<file path="config.mk">
export PLATFORM = sky130hd
export DESIGN_NAME = uart_tx_buffer
export DESIGN_NICKNAME = d
export VERILOG_FILES = /design/src/rtl/uart_tx_buffer.sv
export SDC_FILE = /design/constraint.sdc
export NUM_CORES = 1
export LEC_CHECK = 0
export BUFFER_PORTS_ARGS = -buffer_cell sky130_fd_sc_hd__buf_2
export CELL_PAD_IN_SITES_DETAIL_PLACEMENT = 1
export CELL_PAD_IN_SITES_GLOBAL_PLACEMENT = 1
export CORE_UTILIZATION = 52
export CTS_CLUSTER_SIZE = 24
export DETAILED_ROUTE_END_ITERATION = 6
export HOLD_SLACK_MARGIN = 0.03
export PLACE_DENSITY = 0.9
export SLEW_MARGIN = 20
export SYNTH_ARGS = -nofsm -noshare
export SYNTH_HDL_FRONTEND = slang
export SYNTH_SLANG_ARGS = --single-unit
</file>
<file path="constraint.sdc">
create_clock -name clk -period 2.8 [get_ports clk]
set_input_delay 0.42 -clock clk [delete_from_list [all_inputs] [get_ports clk]]
set_output_delay 0.42 -clock clk [all_outputs]
set_load 0.1 [all_outputs]
</file>
<file path="src/rtl/uart_tx_buffer.sv">
`default_nettype none
// ============================================================================
//  Module      : uart_tx_buffer
//  Description : Byte FIFO with a drain engine that pushes queued bytes into a
//                memory-mapped UART transmitter. The UART is selected through
//                a constant chip select and data-register address. A byte is
//                written only when the UART reports ready (uart_status[0]).
//                Writes are spaced by a one-cycle settle period.
//                Optional feature macro: UART_TX_BUFFER_CRLF_EN
//                  When this macro is defined, each LF (8'h0A) is preceded by
//                  a CR (8'h0D).
//  Revision    : 1.0 - initial release
// ============================================================================

module uart_tx_buffer #(
  parameter int DEPTH = 16
) (
  input  logic                    clk,
  input  logic                    rst_n,
  input  logic [7:0]              in_data,
  input  logic                    in_valid,
  output logic                    in_ready,
  output logic [7:0]              uart_addr,
  output logic [7:0]              uart_data,
  output logic                    uart_we,
  output logic                    uart_cs,
  input  logic [7:0]              uart_status,
  output logic [$clog2(DEPTH):0]  level,
  output logic                    overflow
);

  localparam int PTR_W = $clog2(DEPTH);
  localparam int LVL_W = PTR_W + 1;
  localparam logic [LVL_W-1:0] FULL_LEVEL = LVL_W'(DEPTH);
  localparam logic [7:0] UART_DATA_REG = 8'h00;

  // Drain engine states
  typedef enum logic [1:0] {
    IDLE   = 2'd0,
    WRITE  = 2'd1,
    SETTLE = 2'd2
  } state_t;

  state_t            state;
  logic [7:0]        mem [DEPTH];
  logic [PTR_W-1:0]  wr_ptr;
  logic [PTR_W-1:0]  rd_ptr;
  logic              push;
  logic              pop;
  logic              tx_ready;
  logic [7:0]        head;
  logic [7:0]        emit_byte;

  // Only the transmitter-ready bit of the UART status is meaningful here
  logic              unused_status_bits;
  assign unused_status_bits = &{1'b0, uart_status[7:1]};

  assign tx_ready  = uart_status[0];
  assign uart_addr = UART_DATA_REG;
  assign uart_cs   = 1'b1;

  // Ready depends only on the registered occupancy, never on in_valid
  assign in_ready = (level != FULL_LEVEL);
  assign push     = in_valid && in_ready;
  assign head     = mem[rd_ptr];

`ifdef UART_TX_BUFFER_CRLF_EN
  // cr_sent marks that the CR for the LF at the head has already gone out
  logic cr_sent;
  logic insert_cr;

  assign insert_cr = (head == 8'h0A) && !cr_sent;
  assign emit_byte = insert_cr ? 8'h0D : head;
  // An inserted CR leaves the LF at the head for the next write
  assign pop       = (state == WRITE) && !insert_cr;

  // Remember that the CR has been sent so the following write emits the LF
  always_ff @(posedge clk or negedge rst_n) begin
    if (!rst_n) begin
      cr_sent <= 1'b0;
    end else if (state == WRITE) begin
      cr_sent <= insert_cr;
    end
  end
`else
  assign emit_byte = head;
  assign pop       = (state == WRITE);
`endif

  // Storage array. It is not reset, because only bytes below level are ever read.
  always_ff @(posedge clk) begin
    if (push) begin
      mem[wr_ptr] <= in_data;
    end
  end

  // Pointers, occupancy and the sticky overflow flag
  always_ff @(posedge clk or negedge rst_n) begin
    if (!rst_n) begin
      wr_ptr   <= '0;
      rd_ptr   <= '0;
      level    <= '0;
      overflow <= 1'b0;
    end else begin
      // DEPTH is a power of two, so natural pointer overflow wraps modulo DEPTH
      if (push) begin
        wr_ptr <= wr_ptr + PTR_W'(1);
      end
      if (pop) begin
        rd_ptr <= rd_ptr + PTR_W'(1);
      end
      // A simultaneous push and pop cancel out in the occupancy count
      if (push && !pop) begin
        level <= level + LVL_W'(1);
      end else if (!push && pop) begin
        level <= level - LVL_W'(1);
      end
      // A byte that is offered while the FIFO is full is dropped, even if a pop happens in the same cycle
      if (in_valid && !in_ready) begin
        overflow <= 1'b1;
      end
    end
  end

  // Drain FSM with registered strobe and data; uart_data keeps its last value
  always_ff @(posedge clk or negedge rst_n) begin
    if (!rst_n) begin
      state     <= IDLE;
      uart_we   <= 1'b0;
      uart_data <= 8'h00;
    end else begin
      case (state)
        IDLE: begin
          uart_we <= 1'b0;
          if ((level != '0) && tx_ready) begin
            state     <= WRITE;
            uart_we   <= 1'b1;
            uart_data <= emit_byte;
          end
        end
        WRITE: begin
          state   <= SETTLE;
          uart_we <= 1'b0;
        end
        SETTLE: begin
          state   <= IDLE;
          uart_we <= 1'b0;
        end
        default: begin
          state   <= IDLE;
          uart_we <= 1'b0;
        end
      endcase
    end
  end

endmodule

`default_nettype wire

</file>
==> results.py <==
metrics = {
    "sta": {
        "slew_violations": 0,
        "finalCritPeriodShare": 0.878,
        "slew_headroom": 0.364,
        "finClkSkew_ns": 0.0108,
        "fin_crit_ns": 2.46,
        "worst_slew_pin_slew_ns": 0.954,
        "finalSetupViolCount": 0,
        "hold_viol": 0,
        "rsz0062_at_grt": "false",
        "fmax_ghz": 0.407,
        "final.setup.tns_ns": 0,
        "timing.final.ws_setup_ns": 0.342,
    },
    "pwr": {
        "leakage_uw": 0.00263,
        "power.density_nw_per_um2": 1170,
        "ir_drop_uv": 637,
        "totalPowerFinal_uw": 8470,
    },
    "global_route": {
        "grt_pass1_vias": 3387,
        "grt_pass1_wl_mm": 19.9,
        "antenna_found_initial": 0,
        "grt_usage": 0.227,
        "gr-total-overflow": 0,
        "grt_start_max_net_pins": 27,
    },
    "worst_setup_path": {
        "startpoint_type": "flop",
        "critical_path_depth": 10,
        "critPathBufInv": 1,
        "path_delay_family": "simple AND/OR/NAND/NOR gates",
        "slowest_delay_ns": 0.52,
        "critPathKind": "flop to flop",
        "critPathMostFrequentCell": "ha_4",
        "critPathArrivalTime_ns": 2.80,
        "path_max_fanout": 9,
        "end_kind": "flop",
        "slowest_stage": "dfrtp_4",
        "cp_cell_sequence": "nor4_4, nand2_4, and2_4, ha_4, inv_4, ha_4, a21o_1, a21oi_2, mux2i_1, xnor2_1",
        "reg2regPathDepth": 10,
        "worstPathRequired_ns": 3.14,
    },
    "floorplan": {
        "dieArea_um2": 12600,
        "ios": 44,
        "die_h_um": 112,
        "initial_core_util": 0.543,
        "core-area_um2": 11600,
        "die_w_um": 112,
        "num_rows": 39,
    },
    "clocking": {
        "post_cts_buffers": 0,
        "cts_tree": "built",
        "cts_root_buf": "clkbuf_16",
        "path_clk_slew_ns": 0.06,
        "hold_buffers": 1,
        "clock_sinks": 153,
        "clk_latency_ns": 0.42,
        "clock_path_buffers": 2,
        "h-tree-depth": 4,
        "ctsResizeCount": 0,
        "numCtsBuffers": 17,
    },
    "route": {
        "via_per_inst": 5.78,
        "drcViolationCount": 7,
        "routed_wl_mm": 12.9,
        "drtIter0Drc": 202,
        "dr.pass1.iters": 6,
        "antenna_left": 0,
        "dr_total_vias": 3115,
        "wire_per_inst_um": 23.9,
    },
    "synthesis": {
        "yosysSeqAreaShare": 0.709,
        "ys_warn_count": 0,
        "ys_types": 34,
        "syn-cell-area_um2": 6300,
        "ys_top_cells_by_area": "edfxtp_1, dfrtp_1, mux4_1, mux4_2, ha_1",
        "ys_ff_latch": 153,
        "syn_area_per_cell_um2": 18.4,
        "syn_inst": 343,
        "synth_top_cell_area_share": 0.610,
        "synth_area_leader_cell": "edfxtp_1",
    },
    "hold_path": {
        "holdPathStages": 2,
        "hold_class": "input port to flop",
    },
    "final_layout": {
        "final_common_cell": "edfxtp_1",
        "multi_input_area_um2": 1680,
        "nFillCells": 1032,
        "ff_latch_area_um2": 4480,
        "antenna_cells": 0,
        "area_growth_syn_to_layout_pct": 14.6,
        "nets": 413,
        "final_cell_mix": "edfxtp_1, nand2_1, buf_2",
        "drive_gt1_frac": 0.285,
    },
    "placed_design": {
        "hpwlAfterDp_mm": 8.57,
        "io_buffers": 27,
        "place_ws_ns": 0.305,
        "routabilityCongestion": 0.768,
    },
    "run": {
        "max_cap_violations": 0,
    },
    "run_status": {
        "status": "finished with violations",
        "violations": "DRC",
    },
}
## synth_stat cells (all sizes together)
cell type / n
xor2: 2
nor2: 15
and2: 1
mux2: 9
a21oi: 2
mux2i: 9
edfxtp: 128
nor3: 4
nand4: 2
o21ai: 20
nand3: 2
ha: 10
conb: 2
clkbuf: 3
nor4: 1
nand2b: 3
inv: 9
a31o: 1
buf: 24
xnor2: 8
dfrtp: 25
mux4: 32
a21o: 1
fa: 1
nand2: 28
nor2b: 1
## area by class of cell
class,count,share of cell area
clock inverter,14,0.0223
timing repair buffer,41,0.0353
clock buffer,18,0.0594
tap,143,0.0248
sequential,153,0.620
multi-input combinational,161,0.233
inverter,9,0.00502
## kinds of logic (layout without fill, tap and decap cells)
kind of cell	count (synthesis)	count (layout)	share of synthesized area
buffers and inverters	36	82	0.0389
other	2	9	0.00119
adders and majority gates	11	11	0.0230
DFF	153	153	0.709
muxes	50	50	0.155
xor gates and xnor gates	10	10	0.0139
and+or+nand+nor	57	57	0.0391
AOI/OAI and AO/OA	24	24	0.0200
## where the power goes
part | total [uW] | switching (uW) | internal (uW)
Sequential | 3230 | 366 | 2860
Clock | 2270 | 938 | 1340
Combinational | 2970 | 1910 | 1060
## flip-flops by register name, indices dropped and copies added, names as in the netlist
signal     flops
wr_ptr         4
level          5
state          2
rd_ptr         4
mem          128
uart_we        1
uart_data      8
overflow       1
## worst paths after layout
path	endpoint	slack, ns	start
max in group asynchronous	level[2]	1.82	rst_n
min in group asynchronous	wr_ptr[3]	0.53	rst_n
worst min register to register	overflow	0.47	overflow
worst min-delay path	overflow	0.26	in_valid
worst max-delay path	level[4]	0.34	level[2]
worst max register to register	level[4]	0.34	level[2]
## metal layers
layer / global-route usage / vias to the layer above / part of all wire
met4: 0.109 / 0 / 0.023
met1: 0.271 / 1602 / 0.39
met2: 0.397 / 101 / 0.53
li1: - / 1391 / -
met5: 0 / - / 0
met3: 0.0464 / 21 / 0.051
## stage by stage
| step | hold WS [ns] | instance area [um2] | utilization | cells |
|---|---|---|---|---|
| detailed placement | 0.454 | 6620 | 0.570 | 506 |
| finish | 0.264 | 7230 | 0.622 | 539 |
| global placement | 0.440 | 6620 | 0.570 | 506 |
| global route | 0.263 | 7230 | 0.622 | 539 |
| floorplan | 0.124 | 6410 | - | 350 |
| CTS | 0.254 | 7220 | 0.621 | 539 |
## worst reg2reg max path, stage by stage (launching register included)
cell	delay [ns]
dfrtp_4	0.52
nor4_4	0.40
nand2_4	0.08
and2_4	0.19
ha_4	0.20
inv_4	0.08
ha_4	0.20
a21o_1	0.19
a21oi_2	0.14
mux2i_1	0.25
xnor2_1	0.14
Power figures use the tool's default switching activity.
